## src/rtl/vdp_pkg.sv

```systemverilog
// Shared definitions for the VDP CPU port: port-select values, engine
// state encoding, status reset value and control-byte field positions.
package vdp_pkg;

    localparam logic PORT_DATA = 1'b0;  // 0xBE / 0x98
    localparam logic PORT_CTRL = 1'b1;  // 0xBF / 0x99

    localparam logic [7:0] STATUS_RESET = 8'h1F;
    localparam int unsigned REG_IDX_W = 3;

    // Second control byte: bit 7 selects a register write,
    // bit 6 selects write setup (vs. read setup) when bit 7 is clear.
    localparam int unsigned CMD_REG = 7;
    localparam int unsigned CMD_WR  = 6;

    typedef enum logic [1:0] {
        ENG_IDLE = 2'd0,
        ENG_REQ  = 2'd1,
        ENG_WAIT = 2'd2
    } eng_state_t;

endpackage

```

## src/rtl/vdp_status_flags.sv

```systemverilog
// VDP status flags F (vblank), 5S (fifth sprite) and C (coincidence),
// the latched fifth-sprite number and the interrupt output.
//   clk, reset        : clock, async active-high reset
//   int_set/coll_set  : set pulses for F and C
//   fifth_set/num     : set pulse for 5S and the sprite number with it
//   clr               : clears F, 5S, C (set pulses on the same clk win)
//   irq_en            : R1[5]
//   status            : {F, 5S, C, fifth field}
//   irq_n             : active-low interrupt request
module vdp_status_flags
    import vdp_pkg::*;
(
    input  logic       clk,
    input  logic       reset,
    input  logic       int_set,
    input  logic       coll_set,
    input  logic       fifth_set,
    input  logic [4:0] fifth_num,
    input  logic       clr,
    input  logic       irq_en,
    output logic [7:0] status,
    output logic       irq_n
);

    logic       f_q, s5_q, c_q;
    logic [4:0] fifth_q;

    always_ff @(posedge clk or posedge reset) begin
        if (reset) begin
            f_q     <= 1'b0;
            s5_q    <= 1'b0;
            c_q     <= 1'b0;
            fifth_q <= '0;
        end else begin
            if (int_set)       f_q  <= 1'b1;
            else if (clr)      f_q  <= 1'b0;
            if (coll_set)      c_q  <= 1'b1;
            else if (clr)      c_q  <= 1'b0;
            if (fifth_set)     s5_q <= 1'b1;
            else if (clr)      s5_q <= 1'b0;
            // Only the first fifth-sprite event since the last clear is kept.
            if (fifth_set && !s5_q) fifth_q <= fifth_num;
        end
    end

    always_comb begin
        status = {f_q, s5_q, c_q, (s5_q ? fifth_q : STATUS_RESET[4:0])};
        irq_n  = ~(f_q & irq_en);
    end

endmodule

```

## src/rtl/vdp_cpu_port.sv

```systemverilog
// CPU-side sequencer for TMS9918-style VRAM and VDP registers.
//   clk, reset          : clock (cpuClock domain), async active-high reset
//   cpu_ce              : one-clk strobe per CPU clock edge
//   io_wr, io_rd        : CPU I/O write/read levels
//   port_sel            : 0 = data port, 1 = control/status port
//   cpu_din / cpu_dout  : CPU data in / read data out
//   vram_*              : single-byte request interface to the fetch arbiter
//   regs                : R0..R7 packed {R7,...,R0}
//   int_set, coll_set, fifth_set, fifth_num : status flag events
//   irq_n               : interrupt request, active low
//   overrun             : sticky, a data-port access was refused while busy
module vdp_cpu_port
    import vdp_pkg::*;
#(
    parameter int unsigned ADDR_W = 14,
    parameter int unsigned N_REGS = 8
) (
    input  logic                  clk,
    input  logic                  reset,
    input  logic                  cpu_ce,
    input  logic                  io_wr,
    input  logic                  io_rd,
    input  logic                  port_sel,
    input  logic [7:0]            cpu_din,
    output logic [7:0]            cpu_dout,
    output logic                  vram_req,
    output logic                  vram_we,
    output logic [ADDR_W-1:0]     vram_addr,
    output logic [7:0]            vram_wdata,
    input  logic                  vram_gnt,
    input  logic                  vram_rvalid,
    input  logic [7:0]            vram_rdata,
    output logic [8*N_REGS-1:0]   regs,
    input  logic                  int_set,
    input  logic                  coll_set,
    input  logic                  fifth_set,
    input  logic [4:0]            fifth_num,
    output logic                  irq_n,
    output logic                  overrun
);

    eng_state_t state_q, state_d;

    logic [N_REGS-1:0][7:0] regs_q;
    logic [ADDR_W-1:0]      addr_q;
    logic [ADDR_W-1:0]      setup_addr;
    logic [7:0]             first_q, buffer_q, status;
    logic                   flag_q, wr_prev_q, rd_prev_q, stat_pend_q;
    logic                   wr_stb, rd_stb, busy, stat_clr;
    logic                   ctrl_second, read_setup, start_op;

    // Edge detection is done in the cpu_ce domain so a held level acts once.
    always_comb begin
        wr_stb      = cpu_ce & io_wr & ~wr_prev_q;
        rd_stb      = cpu_ce & io_rd & ~rd_prev_q;
        busy        = (state_q != ENG_IDLE);
        stat_clr    = cpu_ce & ~io_rd & stat_pend_q;
        setup_addr  = ADDR_W'({cpu_din[5:0], first_q});
        ctrl_second = wr_stb & (port_sel == PORT_CTRL) & flag_q;
        read_setup  = ctrl_second & ~cpu_din[CMD_REG] & ~cpu_din[CMD_WR];
        start_op    = ~busy & (((wr_stb | rd_stb) & (port_sel == PORT_DATA)) | read_setup);
        vram_req    = (state_q == ENG_REQ);
        cpu_dout    = (port_sel == PORT_CTRL) ? status : buffer_q;
        regs        = regs_q;
    end

    always_comb begin
        state_d = state_q;
        unique case (state_q)
            ENG_IDLE: if (start_op)    state_d = ENG_REQ;
            ENG_REQ:  if (vram_gnt)    state_d = vram_we ? ENG_IDLE : ENG_WAIT;
            ENG_WAIT: if (vram_rvalid) state_d = ENG_IDLE;
            default:                   state_d = ENG_IDLE;
        endcase
    end

    always_ff @(posedge clk or posedge reset) begin
        if (reset) state_q <= ENG_IDLE;
        else       state_q <= state_d;
    end

    always_ff @(posedge clk or posedge reset) begin
        if (reset) begin
            regs_q      <= '0;
            addr_q      <= '0;
            first_q     <= '0;
            buffer_q    <= '0;
            flag_q      <= 1'b0;
            wr_prev_q   <= 1'b0;
            rd_prev_q   <= 1'b0;
            stat_pend_q <= 1'b0;
            overrun     <= 1'b0;
            vram_we     <= 1'b0;
            vram_addr   <= '0;
            vram_wdata  <= '0;
        end else begin
            if (cpu_ce) begin
                wr_prev_q <= io_wr;
                rd_prev_q <= io_rd;
            end
            if (stat_clr) stat_pend_q <= 1'b0;

            // Grant increment comes first so a same-clk address setup overrides it.
            if (state_q == ENG_REQ && vram_gnt) addr_q <= addr_q + ADDR_W'(1);
            if (state_q == ENG_WAIT && vram_rvalid) buffer_q <= vram_rdata;

            if (wr_stb) begin
                if (port_sel == PORT_CTRL) begin
                    if (!flag_q) begin
                        first_q <= cpu_din;
                        flag_q  <= 1'b1;
                    end else begin
                        flag_q <= 1'b0;
                        if (cpu_din[CMD_REG]) begin
                            regs_q[cpu_din[REG_IDX_W-1:0]] <= first_q;
                        end else begin
                            addr_q <= setup_addr;
                            if (!cpu_din[CMD_WR]) begin
                                if (busy) begin
                                    overrun <= 1'b1;
                                end else begin
                                    vram_we   <= 1'b0;
                                    vram_addr <= setup_addr;
                                end
                            end
                        end
                    end
                end else if (busy) begin
                    overrun <= 1'b1;
                end else begin
                    flag_q     <= 1'b0;
                    vram_we    <= 1'b1;
                    vram_addr  <= addr_q;
                    vram_wdata <= cpu_din;
                    buffer_q   <= cpu_din;
                end
            end

            if (rd_stb) begin
                if (port_sel == PORT_CTRL) begin
                    flag_q      <= 1'b0;
                    stat_pend_q <= 1'b1;
                end else if (busy) begin
                    overrun <= 1'b1;
                end else begin
                    flag_q    <= 1'b0;
                    vram_we   <= 1'b0;
                    vram_addr <= addr_q;
                end
            end
        end
    end

    vdp_status_flags u_status (
        .clk       (clk),
        .reset     (reset),
        .int_set   (int_set),
        .coll_set  (coll_set),
        .fifth_set (fifth_set),
        .fifth_num (fifth_num),
        .clr       (stat_clr),
        .irq_en    (regs_q[1][5]),
        .status    (status),
        .irq_n     (irq_n)
    );

endmodule

```

## config.mk

```make
export PLATFORM = sky130hd
export DESIGN_NAME = vdp_cpu_port
export DESIGN_NICKNAME = d
export VERILOG_FILES = /design/src/rtl/vdp_pkg.sv /design/src/rtl/vdp_status_flags.sv /design/src/rtl/vdp_cpu_port.sv
export SDC_FILE = /design/constraint.sdc
export NUM_CORES = 1
export LEC_CHECK = 0
export BUFFER_PORTS_ARGS = -buffer_cell sky130_fd_sc_hd__buf_2
export CAP_MARGIN = 10
export CORE_MARGIN = 2
export CORE_UTILIZATION = 50
export CTS_CLUSTER_SIZE = 25
export DETAILED_ROUTE_END_ITERATION = 10
export PLACE_DENSITY = 0.75
export SLEW_MARGIN = 20
export SYNTH_ARGS = -nofsm -noshare
export SYNTH_HDL_FRONTEND = slang
export SYNTH_SLANG_ARGS = --single-unit
```

## constraint.sdc

```tcl
create_clock -name clk -period 6.5 [get_ports clk]
set_clock_uncertainty 0.1 [all_clocks]
set_input_delay 0.975 -clock clk [delete_from_list [all_inputs] [get_ports clk]]
set_output_delay 0.975 -clock clk [all_outputs]
set_load 0.01 [all_outputs]
```

==> results of run 1 <==
## kinds of logic after synthesis
group	share of synthesized area
AOI/OAI and AO/OA	0.07896
adders and majority gates	0.002169
buffers and inverters	0.02907
DFF	0.5727
xor gates and xnor gates	0.01519
muxes	0.1751
and+or+nand+nor	0.1269
## cell usage after synthesis (9+ instances only)
cell	count
mux2i_1	12
nand2_1	60
nor2_1	13
o21ai_0	21
clkbuf_1	20
dfrtp_1	132
a221o_1	14
and3_1	11
inv_1	9
mux2_2	79
## cell type report
cell class / instances / share of cell area
Sequential cell: 132 / 0.4672
Multi-Input combinational cell: 301 / 0.3249
Timing Repair Buffer: 130 / 0.09237
Clock buffer: 19 / 0.06406
Tap cell: 143 / 0.02531
Clock inverter: 13 / 0.02106
Inverter: 9 / 0.005132
## power by group through the flow
stage	sequential, mW	combinational, mW	clock, mW
final	1.26	0.572	0.959
after global routing	1.29	0.630	1.00
after CTS	1.26	0.576	0.970
after detailed placement	1.27	0.570	0
after global placement	1.26	0.553	0
after floorplan	1.18	0.396	0
## sequential cells by signal (all words and copies together) (netlist names)
signal / count
stat_pend_q: 1
u_status.c_q: 1
flag_q: 1
regs: 64
vram_we: 1
rd_prev_q: 1
state_q: 2
u_status.f_q: 1
vram_wdata: 8
u_status.fifth_q: 5
u_status.s5_q: 1
vram_addr: 14
wr_prev_q: 1
addr_q: 14
buffer_q: 8
first_q: 8
overrun: 1
## per-stage QoR
| stage | cells | setup slack (ns) | hold WS, ns | utilization |
|---|---|---|---|---|
| after floorplan | 472 | 1.899 | 0.3435 | - |
| after global placement | 715 | 3.397 | 0.3408 | 0.5714 |
| after detailed placement | 715 | 3.289 | 0.3511 | 0.5714 |
| after CTS | 747 | 3.565 | 0.3607 | 0.6246 |
| after global routing | 747 | 3.450 | 0.3901 | 0.6246 |
| final | 747 | 3.542 | 0.3535 | 0.6246 |
## layer usage
layer  share of wire  global-route usage
met5               0                   0
met4           0.017             0.07078
met3           0.075             0.08655
met2            0.48              0.3646
met1            0.43              0.3174
## worst paths after layout
| check | end | cells past startpoint |
|---|---|---|
| hold reg to reg | overrun | 1 |
| hold / removal | overrun | 1 |
| min in group asynchronous | regs[46] | 2 |
| setup / recovery | cpu_dout[2] | 4 |
| setup reg to reg | vram_addr[10] | 4 |
| max in group asynchronous | regs[17] | 3 |
==> results.yml, run 1 <==
final_layout:
  insertedDiodeCount: 0
  final_area_um2: 7071
  drive_above_1_share: 0.4205
  num-nets-final: 624
  areaGrowthSynthToFinish_pct: 22.58
  final_common_cell: "dfrtp_1"
  multiInputGateArea_um2: 2297
  regArea_um2: 3303
  fillers: 919
  mostFrequentLayoutCells: "132 x dfrtp_1, 129 x buf_2, 79 x mux2_2"
pwr:
  p_int_mw: 1.879
  pwr-share-seq: 0.452
  leakagePower_nw: 3.667
  power_density_nw_per_um2: 395.1
  p_clk_frac: 0.343
  p_sw_mw: 0.9143
  finalPower_mw: 2.793
  comb_power_share: 0.205
  ir_drop_v: 0.0001846
  switching_share: 0.3273
logic_synthesis:
  seq_area_frac_synth: 0.5727
  ys_warn_count: 0
  synth-seq-cells: 132
  synth-main-ff-cell: "dfrtp_1"
  async_flop_share: 1.000
  synth_area_leader_cell: "dfrtp_1"
  synth_edf_count: 0
  syn-num-nets: 505
  yosysUniqueCellTypes: 51
  syn_area_per_cell_um2: 12.22
  syn_area_um2: 5768
  syn_inst: 472
  synth_top_area_frac: 0.5727
  yosys-top-cells-area: "dfrtp_1 57%, mux2_2 15%, nand2_1 3.9%"
routing:
  drtIter0Drc: 244
  antenna_left: 0
  drc: 0
  drt-total-wl_um: 14240
  avgViaCountPerCell: 5.681
  num_vias: 4244
  wl_per_cell_um: 19.06
  dr.pass1.iters: 4
floorplan:
  start_util: 0.5095
  dieHeight_um: 111.4
  std_cell_rows: 39
  dieArea_um2: 12410
  core-area_um2: 11320
  num_io_pins: 130
  die_w_um: 111.4
placed_design:
  gp_congestion: 0.8956
  dp.final_hpwl_um: 9714
  portBuffers: 129
  dpl_cell_area_um2: 6469
setup_path:
  end_kind: "output pin"
  cpPeakStageDelay_ns: 0.35
  crit_required_ns: 5.42
  r2r-start: "state_q[1]"
  cp_top_family: "buffers and inverters"
  crit_fanout: 24
  critPathLaunch: "port_sel"
  crit_path_start_kind: "primary input"
  slowest_stage: "buf_2"
  critPathKind: "primary input to output pin"
  cp.arrival_ns: 1.88
  worst-path-buf-inv: 2
  r2r_slack_ns: 3.82
  critPathMostFrequentCell: "buf_2"
  cp_cell_sequence: "buf_2 -> nand2_1 -> o22a_1 -> buf_2"
clocking:
  cts_buffer_depth: 2
  cts_buffers: 17
  clk_latency_ns: 0.41
  post_cts_buffers: 0
  cts_max_level: 4
  clk_pin_slew_worst_paths_ns: 0.06
  numClockSinks: 132
  ctsHoldBuffers: 0
  cts_tree: "built"
  cts-root-buf: "clkbuf_16"
  ctsResizeCount: 0
sta:
  tightest_slew_ns: 1.024
  fmax_mhz: 338.1
  fin_crit_sh: 0.4551
  relSlewSlack: 0.3103
  final.setup.tns_ns: 0
  hold_viol: 0
  finalCriticalPeriod_ns: 2.958
  setup_viol: 0
  finalMaxSlewViolations: 0
  rsz0062_at_grt: "no"
status:
  status: "completed"
global_routing:
  grt_pass1_wl_um: 23090
  antenna_found_initial: 0
  grt_usage: 0.2363
  globalRouteOverflowTotal: 0
  grt_max_degree: 71
  grt_pass1_vias: 4354
hold_path:
  hp-start: "overrun"
  worstHoldPathType: "register to register"
job:
  cap_violations: 0
Note: power is estimated with default switching activity, not from simulation.
==> run 2, diff against run 1 <==
Settings changed: ABC_AREA set to 1, PLACE_DENSITY 0.75 to 0.74.
Clock period 6.5 ns to 3 ns, I/O delays scaled along.
==> results.yml, run 2 <==
final_layout:
  final_common_cell: "nand2_1"
  instances_no_fill: 956
  num-nets-final: 834
  insertedDiodeCount: 0
  largest_reg_flops: 64
  final_area_um2: 7213
  fin_util: 0.6290
  mostFrequentLayoutCells: "212 x nand2_1, 132 x dfrtp_1, 129 x buf_2"
  areaGrowthSynthToFinish_pct: 22.71
  drive_above_1_share: 0.2288
sta:
  setup_viol: 0
  finalMaxSlewViolations: 0
  fin_crit_sh: 0.6695
  setup_ws_ns: 0.9916
  tightest_slew_ns: 0.8828
  final.setup.tns_ns: 0
  relSlewSlack: 0.4093
  fmax_mhz: 497.9
  hold_viol: 0
  rsz0062_at_grt: "no"
  worst_hold_slack_ns: 0.08520
  finalCriticalPeriod_ns: 2.008
global_routing:
  globalRouteOverflowTotal: 0
  grt_usage: 0.2550
  grt_pass1_wl_um: 24960
  grt_max_degree: 133
  grt_pass1_vias: 4949
  antenna_found_initial: 0
routing:
  drt-total-wl_um: 15540
  dr.pass1.iters: 5
  antenna_left: 0
  num_vias: 5073
  avgViaCountPerCell: 5.306
  drc: 0
  wl_per_cell_um: 16.26
  drtIter0Drc: 468
logic_synthesis:
  ys_warn_count: 0
  synth_area_leader_cell: "dfrtp_1"
  synth-seq-cells: 132
  syn_area_um2: 5878
  yosysUniqueCellTypes: 32
  syn_area_per_cell_um2: 8.760
  async_flop_share: 1.000
  synth.most_common_cell: "nand2_1"
  synth_fa_ha_area_frac: 0.002129
  synth_mux_area_frac: 0.007663
  synth_xor_area_frac: 0.004470
  synth_compound_area_frac: 0.1339
  synthSimpleGateAreaFrac: 0.2246
  synth_edf_count: 0
  syn_inst: 671
  synth_top_area_frac: 0.5619
  syn-num-nets: 704
  seq_area_frac_synth: 0.5619
  yosys-top-cells-area: "dfrtp_1 56%, nand2_1 14%, o21ai_0 9.1%"
  synth-main-ff-cell: "dfrtp_1"
  synth_commonest_cells: "212 x nand2_1, 132 x dfrtp_1, 107 x o21ai_0"
  synth_top_family_by_area: "simple AND/OR/NAND/NOR gates"
pwr:
  ir_drop_v: 0.0006635
  finalPower_mw: 6.235
  power_density_nw_per_um2: 864.4
  leakagePower_nw: 3.877
clocking:
  ctsHoldBuffers: 0
  cts_buffer_depth: 2
  cts_buffers: 17
  cts-root-buf: "clkbuf_16"
  post_cts_buffers: 0
  cts_tree: "built"
  clk_latency_ns: 0.42
  numClockSinks: 132
  clk_pin_slew_worst_paths_ns: 0.06
  ctsResizeCount: 0
  cts_max_level: 4
placed_design:
  dp.final_hpwl_um: 10700
  dp_cells: 925
  dp_slack_ns: 0.6531
  dpl_cell_area_um2: 6598
  portBuffers: 129
  gp_congestion: 0.9280
setup_path:
  crit_fanout: 15
  crit_path_start_kind: "register"
  cp_top_family: "simple AND/OR/NAND/NOR gates"
  slowest_stage: "dfrtp_1"
  critPathMostFrequentCell: "nand2_1"
  ff2ff_path_depth: 10
  cp_cell_sequence: "inv_1 -> nand2_1 -> nor2_1 -> nand2_1 -> inv_2 -> nor2_2 -> buf_4 -> inv_1 -> nand2_1 -> nand2_1"
  critPathKind: "register to register"
  worst-path-buf-inv: 4
  end_kind: "register"
  r2r_slack_ns: 0.99
  r2r-end: "vram_addr[3]"
  cpPeakStageDelay_ns: 0.39
  crit_required_ns: 3.26
  cp.arrival_ns: 2.27
  critPathLaunch: "state_q[1]"
  r2r-start: "state_q[1]"
floorplan:
  start_util: 0.5126
  std_cell_rows: 39
  dieArea_um2: 12640
  num_io_pins: 130
  core-area_um2: 11470
  die_w_um: 112.4
  dieHeight_um: 112.4
status:
  status: "completed"
hold_path:
  worstHoldPathType: "primary input to async pin"
job:
  cap_violations: 0
-- run 2: cell type report --
class,count,area (µm²)
Clock buffer,21,460.4
Clock inverter,10,155.1
Fill cell,958,4254
Inverter,62,236.5
Multi-Input combinational cell,455,2191
Sequential cell,132,3303
Tap cell,143,178.9
Timing Repair Buffer,133,688.2
-- run 2: worst min-delay path, cell delays in order --
cell	delay [ns]
buf_2	0.11
clkinvlp_4	0.07
buf_12	0.46
-- run 2: worst max path at each step --
stage / to / cells after the start
2_1_floorplan: addr_q[0] / 1
3_3_place_gp: state_q[0] / 7
3_5_place_dp: state_q[0] / 7
4_1_cts: vram_addr[12] / 10
5_1_grt: vram_addr[1] / 10
6_report: vram_addr[3] / 10
-- run 2: report_power, final --
group / leakage (nW) / total (mW) / internal [mW] / switching, mW
registers: 1.68 / 2.53 / 2.20 / 0.325
clock network: 0.299 / 2.17 / 1.42 / 0.750
logic: 1.90 / 1.54 / 0.543 / 0.995
-- run 2: logic make-up after synthesis --
group                      after synthesis
xor gates and xnor gates                 3
adders and majority gates                1
DFF                                    132
AOI/OAI and AO/OA                      151
muxes                                    4
and+or+nand+nor                        296
buffers and inverters                   84
-- run 2: layer usage --
layer | up-vias | track usage | wire (µm)
li1 | 2435 | - | -
met1 | 2382 | 0.3351 | 6500
met2 | 217 | 0.3912 | 7180
met3 | 39 | 0.08207 | 1434
met4 | 0 | 0.1122 | 427
met5 | - | 0 | 0
==> run 3, diff against run 2 <==
Clock period 3 ns to 1.9 ns, I/O delays scaled along.
==> results.yml, run 3 (synthesis results as in run 2) <==
job:
  cap_violations: 0
setup_path:
  crit_required_ns: 2.07
  slowest_stage: "dfrtp_1"
  crit_path_start_kind: "register"
  end_kind: "register"
  crit_fanout: 16
  cp_cell_sequence: "inv_1 -> nand3_2 -> nor2_4 -> nand3_4 -> nor2_8 -> nand3_4 -> nand2_1 -> o21ai_1"
  critPathKind: "register to register"
  cpPeakStageDelay_ns: 0.36
  cp.arrival_ns: 1.93
  critPathMostFrequentCell: "nand3_4"
sta:
  fmax_mhz: 568.4
  setup_viol: 0
  fin_crit_sh: 0.9259
  tightest_slew_ns: 0.6015
  finalCriticalPeriod_ns: 1.759
  worst_hold_slack_ns: 0.01150
  hold_viol: 0
  relSlewSlack: 0.5985
  rsz0062_at_grt: "no"
  final.setup.tns_ns: 0
  finalMaxSlewViolations: 0
pwr:
  finalPower_mw: 9.401
  ir_drop_v: 0.0008315
  leakagePower_nw: 3.939
  power_density_nw_per_um2: 1286
final_layout:
  drive_above_1_share: 0.2446
  final_common_cell: "nand2_1"
  regArea_um2: 3304
  insertedDiodeCount: 0
  num-nets-final: 852
  areaGrowthSynthToFinish_pct: 24.37
  fillers: 959
  multiInputGateArea_um2: 2198
  mostFrequentLayoutCells: "211 x nand2_1, 131 x dfrtp_1, 129 x buf_2"
  largest_reg_flops: 64
routing:
  num_vias: 5250
  avgViaCountPerCell: 5.396
  wl_per_cell_um: 16.77
  drtIter0Drc: 358
  drt-total-wl_um: 16320
  antenna_left: 0
  dr.pass1.iters: 5
  drc: 0
floorplan:
  core-area_um2: 11470
  num_io_pins: 130
  die_w_um: 112.4
  std_cell_rows: 39
  dieHeight_um: 112.4
  start_util: 0.5126
  dieArea_um2: 12640
clocking:
  clk_latency_ns: 0.41
  cts_tree: "built"
  cts_buffer_depth: 2
  cts_buffers: 17
  cts-root-buf: "clkbuf_16"
  numClockSinks: 132
  clk_pin_slew_worst_paths_ns: 0.05
  cts_max_level: 4
  post_cts_buffers: 0
status:
  status: "completed"
global_routing:
  grt_pass1_vias: 5214
  globalRouteOverflowTotal: 0
  grt_max_degree: 53
  grt_pass1_wl_um: 26130
  antenna_found_initial: 0
  grt_usage: 0.2674
placed_design:
  gp_congestion: 0.8726
  dp.final_hpwl_um: 11380
  portBuffers: 129
hold_path:
  worstHoldPathType: "primary input to register"
run 3: metrics by stage:
stage,setup slack [ns],utilization,cells,cell area [µm²]
6_report,0.1408,0.6375,973,7311
2_1_floorplan,-0.1222,-,671,5882
4_1_cts,0.1538,0.6368,973,7302
3_5_place_dp,0.1679,0.5895,940,6760
3_3_place_gp,0.1872,0.5895,940,6760
5_1_grt,0.007640,0.6375,973,7311
run 3: critical path: cells and delay by family (launching register included):
family                 cells  cell delay [ns]
buffers and inverters      1             0.08
DFF                        1             0.36
AOI/OAI and AO/OA          1             0.06
and+or+nand+nor            6             1.02
run 3: cell type report:
type,instances,share of cell area
flip-flops and latches,132,0.4520
clock buffers,24,0.06589
well taps,143,0.02447
inverters,62,0.03235
repair buffers,151,0.1205
multi-input cells,455,0.3007
clock inverters,6,0.004107
run 3: routing by layer:
| metal | wire (µm) | up-vias | share of wire | track usage |
|---|---|---|---|---|
| met5 | 0 | - | 0 | 0 |
| met4 | 482 | 0 | 0.030 | 0.1163 |
| met3 | 1513 | 41 | 0.093 | 0.09341 |
| met2 | 7662 | 227 | 0.47 | 0.4189 |
| met1 | 6664 | 2517 | 0.41 | 0.3395 |
| li1 | - | 2465 | - | - |
run 3: power breakdown:
part	switching, mW	internal, mW	total [mW]
Sequential	0.511	3.48	3.99
Combinational	1.64	0.906	2.55
Clock	1.13	1.74	2.87
Total	3.28	6.12	9.40
run 3: worst paths after layout:
kind,slack (ns),start,endpoint,cells after the start
max reg2reg,0.14,wr_prev_q,regs[8],8
max in group asynchronous,0.69,reset,flag_q,5
min in group asynchronous,0.33,reset,regs[63],3
max,0.14,wr_prev_q,regs[8],8
min,0.01,fifth_num[1],u_status.fifth_q[1],2
min reg2reg,0.38,regs[4],regs[4],2
run 3: repair_timing:
| action | 4_1_cts | 5_1_grt |
|---|---|---|
| hold buffers | 3 | 0 |
| setup endpoints to repair | 0 | 8 |
| hold endpoints to repair | 17 | 0 |
| resized for setup | 0 | 6 |
